--- src/rtl/router_pkg.sv ---
// router_pkg
// Shared definitions for the router packet register stage: default word and
// address-field widths, hold-queue entry layout and tag values, and helpers
// for picking apart a header word.
package router_pkg;

    localparam int DATA_W = 8;
    localparam int ADDR_W = 2;

    // Tag carried with every word parked in the hold queue, so draining can
    // tell when the parity word leaves.
    localparam logic TAG_PAYLOAD = 1'b0;
    localparam logic TAG_PARITY  = 1'b1;

    typedef struct packed {
        logic              tag;
        logic [DATA_W-1:0] data;
    } hold_entry_t;

    function automatic logic [ADDR_W-1:0] hdr_addr(input logic [DATA_W-1:0] hdr);
        return hdr[ADDR_W-1:0];
    endfunction

    function automatic logic [DATA_W-ADDR_W-1:0] hdr_len(input logic [DATA_W-1:0] hdr);
        return hdr[DATA_W-1:ADDR_W];
    endfunction

    function automatic logic addr_valid(input int unsigned addr, input int unsigned num_ports);
        return addr < num_ports;
    endfunction

endpackage

--- src/rtl/router_hold_q.sv ---
// router_hold_q
// Small circular FIFO that parks words while the destination FIFO is full.
// Ports:
//   clock, reset      - rising-edge clock, synchronous active-high reset
//   push, wr_data     - enqueue request and word; ignored when full
//   pop               - dequeue request; ignored when empty
//   rd_data           - head entry (valid when !empty)
//   count, full, empty- occupancy status
module router_hold_q #(
    parameter int  DEPTH = 2,
    parameter int  W     = 9,
    localparam int CNT_W = $clog2(DEPTH + 1),
    localparam int PTR_W = (DEPTH > 1) ? $clog2(DEPTH) : 1
) (
    input  logic             clock,
    input  logic             reset,
    input  logic             push,
    input  logic [W-1:0]     wr_data,
    input  logic             pop,
    output logic [W-1:0]     rd_data,
    output logic [CNT_W-1:0] count,
    output logic             full,
    output logic             empty
);

    logic [W-1:0]     mem_q [DEPTH];
    logic [W-1:0]     mem_d [DEPTH];
    logic [PTR_W-1:0] wr_ptr_q, wr_ptr_d;
    logic [PTR_W-1:0] rd_ptr_q, rd_ptr_d;
    logic [CNT_W-1:0] count_q, count_d;
    logic             do_push, do_pop;

    function automatic logic [PTR_W-1:0] ptr_next(input logic [PTR_W-1:0] p);
        return (p == PTR_W'(DEPTH - 1)) ? '0 : p + PTR_W'(1);
    endfunction

    assign full    = (count_q == CNT_W'(DEPTH));
    assign empty   = (count_q == '0);
    assign count   = count_q;
    assign rd_data = mem_q[rd_ptr_q];
    assign do_push = push && !full;
    assign do_pop  = pop && !empty;

    always_comb begin
        mem_d    = mem_q;
        wr_ptr_d = wr_ptr_q;
        rd_ptr_d = rd_ptr_q;
        count_d  = count_q;
        if (do_push) begin
            mem_d[wr_ptr_q] = wr_data;
            wr_ptr_d        = ptr_next(wr_ptr_q);
        end
        if (do_pop) begin
            rd_ptr_d = ptr_next(rd_ptr_q);
        end
        if (do_push && !do_pop) begin
            count_d = count_q + CNT_W'(1);
        end else if (do_pop && !do_push) begin
            count_d = count_q - CNT_W'(1);
        end
    end

    always_ff @(posedge clock) begin
        if (reset) begin
            mem_q    <= '{default: '0};
            wr_ptr_q <= '0;
            rd_ptr_q <= '0;
            count_q  <= '0;
        end else begin
            mem_q    <= mem_d;
            wr_ptr_q <= wr_ptr_d;
            rd_ptr_q <= rd_ptr_d;
            count_q  <= count_d;
        end
    end

endmodule

--- src/rtl/router_pkt_reg.sv ---
// router_pkt_reg
// Packet register stage between the router FSM and the per-port output FIFOs.
// Captures/validates the header, forwards header, payload and parity words to
// dout, parks words in a hold queue while the FIFO is full, and checks running
// XOR parity and payload length against the header.
// Ports:
//   clock, reset                    - rising-edge clock, sync active-high reset
//   pkt_valid, data_in              - source word and valid (low in ld = parity)
//   fifo_full                       - selected output FIFO is full
//   detect_add, lfd_state, ld_state,
//   laf_state, full_state,
//   rst_int_reg                     - router FSM state strobes
//   dout, dout_valid                - registered word and write strobe to FIFO
//   hold_count, hold_empty          - hold-queue occupancy
//   low_packet_valid, parity_done   - parity word received / written out
//   err, len_err, hold_ovf          - parity, length and hold-overflow errors
module router_pkt_reg #(
    parameter int  DATA_W     = router_pkg::DATA_W,
    parameter int  ADDR_W     = router_pkg::ADDR_W,
    parameter int  NUM_PORTS  = 3,
    parameter int  HOLD_DEPTH = 2,
    localparam int HC_W       = $clog2(HOLD_DEPTH + 1)
) (
    input  logic              clock,
    input  logic              reset,
    input  logic              pkt_valid,
    input  logic [DATA_W-1:0] data_in,
    input  logic              fifo_full,
    input  logic              detect_add,
    input  logic              lfd_state,
    input  logic              ld_state,
    input  logic              laf_state,
    input  logic              full_state,
    input  logic              rst_int_reg,
    output logic [DATA_W-1:0] dout,
    output logic              dout_valid,
    output logic [HC_W-1:0]   hold_count,
    output logic              hold_empty,
    output logic              low_packet_valid,
    output logic              parity_done,
    output logic              err,
    output logic              len_err,
    output logic              hold_ovf
);
    import router_pkg::*;

    localparam int LEN_W = DATA_W - ADDR_W;

    // Hold entry layout at this instance's word width: tag on top of data.
    typedef struct packed {
        logic              tag;
        logic [DATA_W-1:0] data;
    } entry_t;

    logic [DATA_W-1:0] hdr_q, hdr_d;
    logic [DATA_W-1:0] ip_q, ip_d;
    logic [DATA_W-1:0] pp_q, pp_d;
    logic [LEN_W-1:0]  len_exp_q, len_exp_d;
    logic [LEN_W-1:0]  pay_cnt_q, pay_cnt_d;
    logic [DATA_W-1:0] dout_q, dout_d;
    logic              dout_valid_q, dout_valid_d;
    logic              lpv_q, lpv_d;
    logic              parity_done_q, parity_done_d;
    logic              err_q, err_d;
    logic              len_err_q, len_err_d;
    logic              hold_ovf_q, hold_ovf_d;

    logic              hq_push, hq_pop, hq_full, hq_empty;
    entry_t            hq_wr, hq_rd;
    logic              can_emit;

    router_hold_q #(
        .DEPTH (HOLD_DEPTH),
        .W     (DATA_W + 1)
    ) u_hold_q (
        .clock   (clock),
        .reset   (reset),
        .push    (hq_push),
        .wr_data (hq_wr),
        .pop     (hq_pop),
        .rd_data (hq_rd),
        .count   (hold_count),
        .full    (hq_full),
        .empty   (hq_empty)
    );

    // A word may bypass the queue only when nothing older is still parked,
    // otherwise it would overtake queued words.
    assign can_emit = !fifo_full && hq_empty;

    always_comb begin
        hdr_d         = hdr_q;
        ip_d          = ip_q;
        pp_d          = pp_q;
        len_exp_d     = len_exp_q;
        pay_cnt_d     = pay_cnt_q;
        dout_d        = dout_q;
        dout_valid_d  = 1'b0;
        lpv_d         = lpv_q;
        parity_done_d = parity_done_q;
        hold_ovf_d    = hold_ovf_q;
        err_d         = parity_done_q && (ip_q != pp_q);
        len_err_d     = parity_done_q && (pay_cnt_q != len_exp_q);
        hq_push       = 1'b0;
        hq_pop        = 1'b0;
        hq_wr         = '{tag: TAG_PAYLOAD, data: data_in};

        if (detect_add) begin
            ip_d          = '0;
            pp_d          = '0;
            pay_cnt_d     = '0;
            parity_done_d = 1'b0;
            err_d         = 1'b0;
            len_err_d     = 1'b0;
            hold_ovf_d    = 1'b0;
            if (pkt_valid && addr_valid(int'(data_in[ADDR_W-1:0]), NUM_PORTS)) begin
                hdr_d     = data_in;
                len_exp_d = data_in[DATA_W-1:ADDR_W];
            end
        end else if (lfd_state) begin
            dout_d       = hdr_q;
            dout_valid_d = 1'b1;
            ip_d         = ip_q ^ hdr_q;
        end else if (ld_state) begin
            if (pkt_valid && !full_state) begin
                ip_d = ip_q ^ data_in;
                if (pay_cnt_q != '1) begin
                    pay_cnt_d = pay_cnt_q + LEN_W'(1);
                end
                if (can_emit) begin
                    dout_d       = data_in;
                    dout_valid_d = 1'b1;
                end else begin
                    hq_push = 1'b1;
                    if (hq_full) begin
                        hold_ovf_d = 1'b1;
                    end
                end
            end else if (!pkt_valid) begin
                pp_d  = data_in;
                lpv_d = 1'b1;
                hq_wr = '{tag: TAG_PARITY, data: data_in};
                if (can_emit) begin
                    dout_d        = data_in;
                    dout_valid_d  = 1'b1;
                    parity_done_d = 1'b1;
                end else begin
                    hq_push = 1'b1;
                    if (hq_full) begin
                        hold_ovf_d = 1'b1;
                    end
                end
            end
        end else if (laf_state && !hq_empty && !fifo_full) begin
            hq_pop       = 1'b1;
            dout_d       = hq_rd.data;
            dout_valid_d = 1'b1;
            if (hq_rd.tag == TAG_PARITY) begin
                parity_done_d = 1'b1;
            end
        end

        if (rst_int_reg) begin
            lpv_d = 1'b0;
        end
    end

    always_ff @(posedge clock) begin
        if (reset) begin
            hdr_q         <= '0;
            ip_q          <= '0;
            pp_q          <= '0;
            len_exp_q     <= '0;
            pay_cnt_q     <= '0;
            dout_q        <= '0;
            dout_valid_q  <= 1'b0;
            lpv_q         <= 1'b0;
            parity_done_q <= 1'b0;
            err_q         <= 1'b0;
            len_err_q     <= 1'b0;
            hold_ovf_q    <= 1'b0;
        end else begin
            hdr_q         <= hdr_d;
            ip_q          <= ip_d;
            pp_q          <= pp_d;
            len_exp_q     <= len_exp_d;
            pay_cnt_q     <= pay_cnt_d;
            dout_q        <= dout_d;
            dout_valid_q  <= dout_valid_d;
            lpv_q         <= lpv_d;
            parity_done_q <= parity_done_d;
            err_q         <= err_d;
            len_err_q     <= len_err_d;
            hold_ovf_q    <= hold_ovf_d;
        end
    end

    assign dout             = dout_q;
    assign dout_valid       = dout_valid_q;
    assign hold_empty       = hq_empty;
    assign low_packet_valid = lpv_q;
    assign parity_done      = parity_done_q;
    assign err              = err_q;
    assign len_err          = len_err_q;
    assign hold_ovf         = hold_ovf_q;

endmodule
--- config.mk ---
export PLATFORM = sky130hd
export DESIGN_NAME = router_pkt_reg
export DESIGN_NICKNAME = d
export VERILOG_FILES = /design/src/rtl/router_pkg.sv /design/src/rtl/router_hold_q.sv /design/src/rtl/router_pkt_reg.sv
export SDC_FILE = /design/constraint.sdc
export NUM_CORES = 1
export LEC_CHECK = 0
export ABC_AREA = 1
export CORE_MARGIN = 5
export CORE_UTILIZATION = 45
export DETAILED_ROUTE_END_ITERATION = 16
export PLACE_DENSITY = 0.66
export SYNTH_ARGS = -nofsm -noshare
export SYNTH_HDL_FRONTEND = slang
export SYNTH_HIERARCHICAL = 1
export SYNTH_SLANG_ARGS = --single-unit
--- constraint.sdc ---
create_clock -name clock -period 6.5 [get_ports clock]
set_clock_uncertainty 0.1 [all_clocks]
set_input_delay 1.3 -clock clock [delete_from_list [all_inputs] [get_ports clock]]
set_output_delay 1.3 -clock clock [all_outputs]
set_load 0.02 [all_outputs]
==> results of run 1 <==
-- flip-flops by register name (all words and copies together) (netlist names), 2 cells and up --
signal and flops:
u_hold_q/mem_q 18, dout 8, hdr_q 8, ip_q 8, pp_q 8, pay_cnt_q 6, u_hold_q/count 2
-- how the worst min path moves through the flow --
stage,end,startpoint,slack [ns],cells past startpoint
6_report,hold_ovf$_SDFFE_PP0P_,hold_ovf$_SDFFE_PP0P_,0.36,2
3_3_place_gp,hold_ovf$_SDFFE_PP0P_,hold_ovf$_SDFFE_PP0P_,0.35,2
3_5_place_dp,hold_ovf$_SDFFE_PP0P_,hold_ovf$_SDFFE_PP0P_,0.35,2
2_1_floorplan,pp_q[0]$_SDFFE_PP0P_,pp_q[0]$_SDFFE_PP0P_,0.35,2
5_1_grt,hold_ovf$_SDFFE_PP0P_,hold_ovf$_SDFFE_PP0P_,0.37,2
4_1_cts,hold_ovf$_SDFFE_PP0P_,hold_ovf$_SDFFE_PP0P_,0.36,2
-- final cells by class --
| class | count | area (um2) | area share (%) |
|---|---|---|---|
| clock inverters | 3 | 15.0 | 0.389 |
| inverters | 68 | 255 | 6.61 |
| clock buffers | 12 | 155 | 4.02 |
| repair buffers | 35 | 348 | 9.00 |
| multi-input cells | 366 | 1650 | 42.6 |
| well taps | 99 | 124 | 3.21 |
| flip-flops and latches | 66 | 1320 | 34.2 |
-- cells by family (layout without fill, tap and decap cells) --
family	Yosys count	after routing	synth area share (%)
simple gates	293	293	36.7
flops	66	66	39.9
buf+inv	83	118	10.5
compound gates	60	60	9.29
fa+ha+maj	2	2	0.755
xor+xnor	11	11	2.91
-- metal layers --
metal	GRT usage, %	wire, um	vias to the layer above
li1	-	-	1634
met1	23.4	3700	1351
met2	31.4	3710	71
met3	3.36	321	22
met4	9.83	209	0
met5	0	0	-
-- synth_stat cells, drive strengths merged --
cell       n  area, um2
xnor2      4       35.0
buf        8       62.6
o21a       1       7.51
a21oi     34        170
clkbuf     7       30.0
nand3     18        115
nor2     104        408
and2       1       6.26
dfxtp     66       1320
inv       66        248
ha         2       25.0
nand4      5       31.3
nor3       5       25.0
o21ai     23        115
o2111ai    1       8.76
a31oi      1       6.26
xor2       7       61.3
nand2    160        631
clkinv     2       7.51
-- worst reg2reg max path: cells and delay by family (launching register included) --
family | cells | cell delay, ns
buf+inv | 3 | 0.21
simple gates | 8 | 1.32
flops | 1 | 0.46
fa+ha+maj | 1 | 0.25
-- power groups by stage --
stage                     clock network, mW  logic (mW)  registers, mW
after floorplan                           0      0.0629          0.440
after global placement                    0       0.109          0.434
after detailed placement                  0       0.111          0.435
after CTS                             0.316       0.111          0.426
after global routing                  0.334       0.124          0.427
final                                 0.306       0.111          0.426
-- metrics by stage --
stage | instance area, um2 | std cells | util, % | hold WS [ns]
2_1_floorplan | 3310 | 515 | - | 0.352
3_3_place_gp | 3690 | 634 | 51.2 | 0.346
4_1_cts | 3860 | 649 | 53.6 | 0.357
6_report | 3860 | 649 | 53.6 | 0.356
3_5_place_dp | 3690 | 634 | 51.2 | 0.346
5_1_grt | 3860 | 649 | 53.6 | 0.369
==> impl_metrics.py, run 1 <==
metrics = {
    "setup_path": {
        "crit_slowest_cell": "clkdlybuf4s50_1",
        "cp.required_ns": 6.68,
        "path_depth": 14,
        "startpoint": "lfd_state",
        "path_class": "in -> reg",
        "worstPathMaxFanout": 12,
        "endpoint_kind": "flop",
        "worstReg2RegStart": "u_hold_q/count[1]$_SDFFE_PP0P_",
        "startpoint_type": "input pin",
        "reg2reg_depth": 12,
        "regToRegEndpoint": "u_hold_q/count[1]$_SDFFE_PP0P_",
        "slowest_delay_ns": 0.62,
        "crit_top_cell": "inv_1",
        "reg2reg_slack_ns": 4.11,
        "endpoint": "u_hold_q/count[1]$_SDFFE_PP0P_",
        "path_cells": "clkdlybuf4s50_1, inv_2, nand2_4, inv_2, nand2_2, nor3_1, nand2_1, inv_1, ha_1, inv_1, nand3_1, nand2_1, inv_1, nor2_1",
        "crit_buf_inv": 6,
        "cpLargestDelayFamily": "buffers and inverters",
        "critPathArrivalTime_ns": 3.96,
    },
    "cts": {
        "cts_tree": "yes",
        "htreeDepth": 3,
        "cts_buffers": 9,
        "clk_pin_slew_ns": 0.07,
        "insertion_delay_ns": 0.35,
        "cts_setup_buffers": 0,
        "cts_resized": 0,
        "clockRootBuffer": "clkbuf_8",
        "cts_max_path_buffers": 2,
        "clock_sinks": 66,
        "postCtsHoldBufs": 0,
    },
    "routing": {
        "finalWirelength_mm": 7.94,
        "firstDrtPassIters": 4,
        "antenna_left": 0,
        "wire_per_inst_um": 12.2,
        "viasPerCell": 4.74,
        "drc": 0,
        "drt_iter0_drc": 158,
        "vias": 3078,
    },
    "floorplan": {
        "start_util_pct": 45.9,
        "rows": 31,
        "die_h_um": 95.8,
        "boundaryPins": 35,
        "die-area_mm2": 0.00918,
        "die_x_um": 95.8,
        "design.core.area_mm2": 0.00721,
    },
    "global_routing": {
        "grt_max_degree": 22,
        "first_global_vias": 2898,
        "antenna_found_initial": 0,
        "overflow": 0,
        "grt_pass1_wl_mm": 13.3,
        "grt_usage_pct": 18.9,
    },
    "timing": {
        "rsz0062_at_grt": "no",
        "slew_headroom_pct": 52.3,
        "tns_ns": 0,
        "setup_viol": 0,
        "finalHoldViolCount": 0,
        "max_freq_mhz": 264,
        "drv_slew": 0,
        "worst_pin_slew_ns": 0.710,
        "fin_crit_sh_pct": 58.2,
        "min_period_ns": 3.78,
        "fin_ws_ns": 2.72,
    },
    "power": {
        "p_switching_mw": 0.228,
        "leakage_nw": 1.82,
        "powerDensity_mw_per_mm2": 218,
        "vdd_drop_max_mv": 0.123,
        "power_mw": 0.843,
        "internal-power_mw": 0.615,
        "clkPwrFrac_pct": 36.3,
        "switching_share_pct": 27.0,
        "combPwrFrac_pct": 13.2,
        "seqPwrFrac_pct": 50.5,
    },
    "placed_design": {
        "dpl.hpwl_mm": 5.95,
        "dp_slack_ns": 2.39,
        "gp_congestion": 0.948,
        "portBuffers": 34,
    },
    "synthesis": {
        "syn_area_per_cell_um2": 6.44,
        "synth-seq-area-share_pct": 39.9,
        "syn_area_mm2": 0.00331,
        "yosysWarningCount": 6,
        "syn-num-nets": 535,
        "synth-seq-cells": 66,
        "ys_types": 29,
        "syn_inst": 515,
    },
    "worst_hold_path": {
        "hp-class": "reg -> reg",
    },
    "run_status": {
        "status": "finished clean",
    },
    "finish": {
        "antenna_cells": 0,
        "final_common_cell": "nand2_1",
        "fill_cells": 751,
        "syn2layout_area_growth_pct": 16.6,
        "mostFrequentLayoutCells": "nand2_1 (154), nor2_1 (101), dfxtp_1 (66), inv_1 (63)",
        "drive_gt1_share_pct": 5.27,
        "nNetsFinal": 566,
    },
    "run": {
        "drv_cap": 0,
    },
}
(Power assumes the default switching activity.)
==> run 2, diff against run 1 <==
clock period = 3.9 ns   (was 6.5 ns; I/O delays follow)
==> run 2 against run 1 <==
Compared with the run above: core utilization grew 1.1 points; worst hold slack hardly changed; via count up 1.3%; clock power is 120% higher; count of clock-buffer cells in the layout down 1; final cell count up 0.46%; critical path depth did not move; die area stayed put; first-iteration DRC count is 3.8% higher; global-route usage shrank 0.18 points.
==> impl_metrics.py, run 2 (synthesis results as in run 1) <==
metrics = {
    "run_status": {
        "status": "finished clean",
    },
    "floorplan": {
        "die_x_um": 95.8,
        "die-area_mm2": 0.00918,
        "die_h_um": 95.8,
        "start_util_pct": 45.9,
        "boundaryPins": 35,
        "rows": 31,
        "design.core.area_mm2": 0.00721,
    },
    "setup_path": {
        "cpLargestDelayFamily": "buffers and inverters",
        "endpoint_kind": "flop",
        "crit_top_cell": "inv_1",
        "startpoint_type": "input pin",
        "startpoint": "ld_state",
        "path_depth": 14,
        "reg2reg_depth": 13,
        "worstPathMaxFanout": 14,
        "slowest_delay_ns": 0.79,
        "crit_buf_inv": 6,
        "path_class": "in -> reg",
        "critPathArrivalTime_ns": 3.03,
        "cp.required_ns": 4.08,
        "reg2reg_slack_ns": 1.81,
        "endpoint": "u_hold_q/count[1]$_SDFFE_PP0P_",
        "path_cells": "clkdlybuf4s50_1, nand2_4, inv_2, nand2_2, nor3_1, buf_4, nand2_1, inv_1, ha_1, inv_1, nand3_1, nand2_1, inv_1, nor2_1",
        "regToRegEndpoint": "u_hold_q/count[1]$_SDFFE_PP0P_",
        "crit_slowest_cell": "clkdlybuf4s50_1",
        "worstReg2RegStart": "u_hold_q/count[1]$_SDFFE_PP0P_",
    },
    "power": {
        "vdd_drop_max_mv": 0.269,
        "leakage_nw": 1.85,
        "powerDensity_mw_per_mm2": 401,
    },
    "timing": {
        "finalHoldViolCount": 0,
        "worst_pin_slew_ns": 0.624,
        "worst_hold_slack_ns": 0.356,
        "tns_ns": 0,
        "slew_headroom_pct": 58.3,
        "setup_viol": 0,
        "drv_slew": 0,
        "min_period_ns": 2.85,
        "rsz0062_at_grt": "no",
        "fin_crit_sh_pct": 73.1,
        "max_freq_mhz": 351,
    },
    "finish": {
        "drive_gt1_share_pct": 5.61,
        "post-route-util_pct": 54.6,
        "syn2layout_area_growth_pct": 19.0,
        "largest_register_ffs": 18,
        "largest_register": "u_hold_q/mem_q",
        "antenna_cells": 0,
        "final_common_cell": "nand2_1",
        "mostFrequentLayoutCells": "nand2_1 (154), nor2_1 (101), dfxtp_1 (66), inv_1 (63)",
        "nNetsFinal": 568,
        "final_area_mm2": 0.00394,
    },
    "global_routing": {
        "grt_usage_pct": 18.8,
        "grt_max_degree": 22,
        "grt_pass1_wl_mm": 13.2,
        "overflow": 0,
        "first_global_vias": 2905,
        "antenna_found_initial": 0,
    },
    "worst_hold_path": {
        "hp-class": "reg -> reg",
    },
    "run": {
        "drv_cap": 0,
    },
    "cts": {
        "htreeDepth": 3,
        "cts_buffers": 9,
        "clockRootBuffer": "clkbuf_8",
        "cts_setup_buffers": 0,
        "postCtsHoldBufs": 0,
        "insertion_delay_ns": 0.34,
        "cts_max_path_buffers": 2,
        "cts_tree": "yes",
        "cts_resized": 0,
        "clk_pin_slew_ns": 0.07,
        "clock_sinks": 66,
    },
    "routing": {
        "viasPerCell": 4.78,
        "antenna_left": 0,
        "wire_per_inst_um": 12.2,
        "vias": 3119,
        "firstDrtPassIters": 5,
        "drc": 0,
        "finalWirelength_mm": 7.96,
        "drt_iter0_drc": 164,
    },
    "placed_design": {
        "portBuffers": 34,
        "placed_area_mm2": 0.00371,
        "dpl.hpwl_mm": 5.93,
        "gp_congestion": 0.951,
    },
}
==> run 2: cell types whose count changed in the layout (fill, tap and decap cells not counted), sizes merged <==
cell      change
clkbuf        -1
bufinv        +3
clkinv        -2
buf           +2
clkinvlp      +1
==> run 2: cell type report <==
type	count	area, um2
timing repair buffer	37	363
sequential	66	1320
inverter	68	255
clock buffer	11	131
fill	757	3270
clock inverter	5	103
tap	99	124
multi-input combinational	366	1650
==> run 2: per-stage QoR <==
step	total power [mW]	worst slack [ns]	cells
3_3_place_gp	0.907	0.814	636
4_1_cts	1.60	1.07	652
2_1_floorplan	0.838	1.41	515
6_report	1.58	1.05	652
5_1_grt	1.65	0.795	652
3_5_place_dp	0.911	0.716	636
==> run 2: tightest hold or removal path, cell delays in order (launching register included) <==
cell and delay [ns]:
dfxtp_1 0.31, inv_1 0.05, a21oi_1 0.05
==> run 2: how the worst min path moves through the flow <==
stage / startpoint / to / slack [ns] / cells past startpoint
after CTS: hold_ovf$_SDFFE_PP0P_ / hold_ovf$_SDFFE_PP0P_ / 0.36 / 2
after global placement: hold_ovf$_SDFFE_PP0P_ / hold_ovf$_SDFFE_PP0P_ / 0.34 / 2
final: hold_ovf$_SDFFE_PP0P_ / hold_ovf$_SDFFE_PP0P_ / 0.36 / 2
after global routing: hold_ovf$_SDFFE_PP0P_ / hold_ovf$_SDFFE_PP0P_ / 0.38 / 2
after detailed placement: hold_ovf$_SDFFE_PP0P_ / hold_ovf$_SDFFE_PP0P_ / 0.35 / 2
after floorplan: pp_q[0]$_SDFFE_PP0P_ / pp_q[0]$_SDFFE_PP0P_ / 0.35 / 2
==> run 2: layer usage <==
metal  part of all wire [%]  vias up  global-route usage, %
met4                    1.0        0                   6.52
li1                       -     1639                      -
met1                     46     1404                   23.0
met5                      0        -                      0
met3                    4.2        6                   4.22
met2                     48       70                   32.2
==> run 2: report_power, final <==
part | internal (mW) | switching [mW]
clock | 0.424 | 0.263
sequential | 0.696 | 0.0131
combinational | 0.0710 | 0.115
==> run 3, diff against run 2 <==
clock period = 2.9 ns   (was 3.9 ns; I/O delays follow)
==> run 3 against run 2 <==
Compared with the run above: worst hold slack improved by 0.0054 ns; register-to-register slack worse by 0.88 ns; wire length down 2.6%; sequential power up 34%; flip-flop and latch count unchanged; worst setup slack worse by 0.45 ns; clock power is 41% higher.
==> impl_metrics.py, run 3 (synthesis results as in run 1) <==
metrics = {
    "run_status": {
        "status": "finished clean",
    },
    "global_routing": {
        "grt_usage_pct": 18.4,
        "overflow": 0,
        "grt_max_degree": 22,
        "grt_pass1_wl_mm": 13.1,
        "first_global_vias": 2937,
        "antenna_found_initial": 0,
    },
    "run": {
        "drv_cap": 0,
    },
    "routing": {
        "firstDrtPassIters": 4,
        "antenna_left": 0,
        "viasPerCell": 4.79,
        "drt_iter0_drc": 142,
        "finalWirelength_mm": 7.75,
        "vias": 3141,
        "wire_per_inst_um": 11.8,
        "drc": 0,
    },
    "timing": {
        "finalHoldViolCount": 0,
        "slew_headroom_pct": 57.8,
        "rsz0062_at_grt": "no",
        "fin_crit_sh_pct": 79.3,
        "fin_ws_ns": 0.601,
        "drv_slew": 0,
        "setup_viol": 0,
        "min_period_ns": 2.30,
        "worst_pin_slew_ns": 0.632,
        "max_freq_mhz": 435,
        "tns_ns": 0,
    },
    "setup_path": {
        "endpoint_kind": "output pin",
        "path_class": "reg -> out",
        "cp.required_ns": 2.22,
        "critPathArrivalTime_ns": 1.62,
        "startpoint_type": "flop",
        "worstPathMaxFanout": 6,
    },
    "finish": {
        "post-route-util_pct": 55.3,
        "drive_gt1_share_pct": 6.64,
        "final_common_cell": "nand2_1",
        "mostFrequentLayoutCells": "nand2_1 (154), nor2_1 (101), dfxtp_1 (66), inv_1 (63)",
        "largest_register_ffs": 18,
        "largest_register": "u_hold_q/mem_q",
        "antenna_cells": 0,
        "nNetsFinal": 572,
        "syn2layout_area_growth_pct": 20.4,
    },
    "cts": {
        "cts_resized": 0,
        "htreeDepth": 3,
        "cts_tree": "yes",
        "cts_setup_buffers": 0,
        "clock_sinks": 66,
        "cts_buffers": 9,
        "clockRootBuffer": "clkbuf_8",
        "cts_max_path_buffers": 2,
        "postCtsHoldBufs": 0,
        "clk_pin_slew_ns": 0.07,
        "insertion_delay_ns": 0.34,
    },
    "floorplan": {
        "design.core.area_mm2": 0.00721,
        "rows": 31,
        "die-area_mm2": 0.00918,
        "die_h_um": 95.8,
        "die_x_um": 95.8,
        "start_util_pct": 45.9,
        "boundaryPins": 35,
    },
    "power": {
        "powerDensity_mw_per_mm2": 544,
        "leakage_nw": 1.88,
        "power_mw": 2.17,
        "vdd_drop_max_mv": 0.272,
    },
    "placed_design": {
        "dpl.hpwl_mm": 5.78,
        "dp_slack_ns": 0.343,
        "portBuffers": 34,
        "gp_congestion": 0.952,
    },
    "worst_hold_path": {
        "hp-class": "reg -> reg",
    },
}
[run 3: cell count changes in the layout (fill, tap and decap cells not counted)]
cell	change
buf_4	+4
clkinv_2	+1
clkinvlp_4	-1
clkbuf_8	+2
clkbuf_1	-2
[run 3: layout make-up]
cell class                 instances  area [um2]
fill                             707        3220
multi-input combinational        366        1650
sequential                        66        1320
timing repair buffer              41         393
inverter                          68         255
clock buffer                      11         151
tap                               99         124
clock inverter                     5         100
[run 3: worst max-delay path: stages (launching register included)]
cell	delay (ns)
dfxtp_1	0.38
nor2_1	0.25
clkdlybuf4s50_1	0.66
[run 3: metrics by stage]
step	hold slack (ns)	std cells	area, um2
floorplan	0.352	515	3310
global placement	0.348	640	3740
detailed placement	0.356	640	3740
CTS	0.369	656	3990
global route	0.388	656	3990
finish	0.361	656	3990
[run 3: per-layer routing]
layer | wire length [um] | GRT usage (%)
met1 | 3650 | 23.9
met5 | 0 | 0
met4 | 146 | 7.82
met3 | 400 | 3.44
met2 | 3550 | 29.8
[run 3: worst paths after layout]
check                           depth (start not counted)                              to  slack (ns)                      startpoint
worst max-delay path                                    2                      hold_empty        0.60  u_hold_q/count[1]$_SDFFE_PP0P_
worst min-delay path                                    2           hold_ovf$_SDFFE_PP0P_        0.36           hold_ovf$_SDFFE_PP0P_
worst max register to register                         11  u_hold_q/count[1]$_SDFFE_PP0P_        0.93  u_hold_q/count[1]$_SDFFE_PP0P_
worst min register to register                          2           hold_ovf$_SDFFE_PP0P_        0.36           hold_ovf$_SDFFE_PP0P_
[run 3: where the power goes]
group | switching [mW] | total [mW] | internal, mW
registers | 0.0176 | 0.953 | 0.936
clock network | 0.351 | 0.966 | 0.615
logic | 0.154 | 0.253 | 0.0990
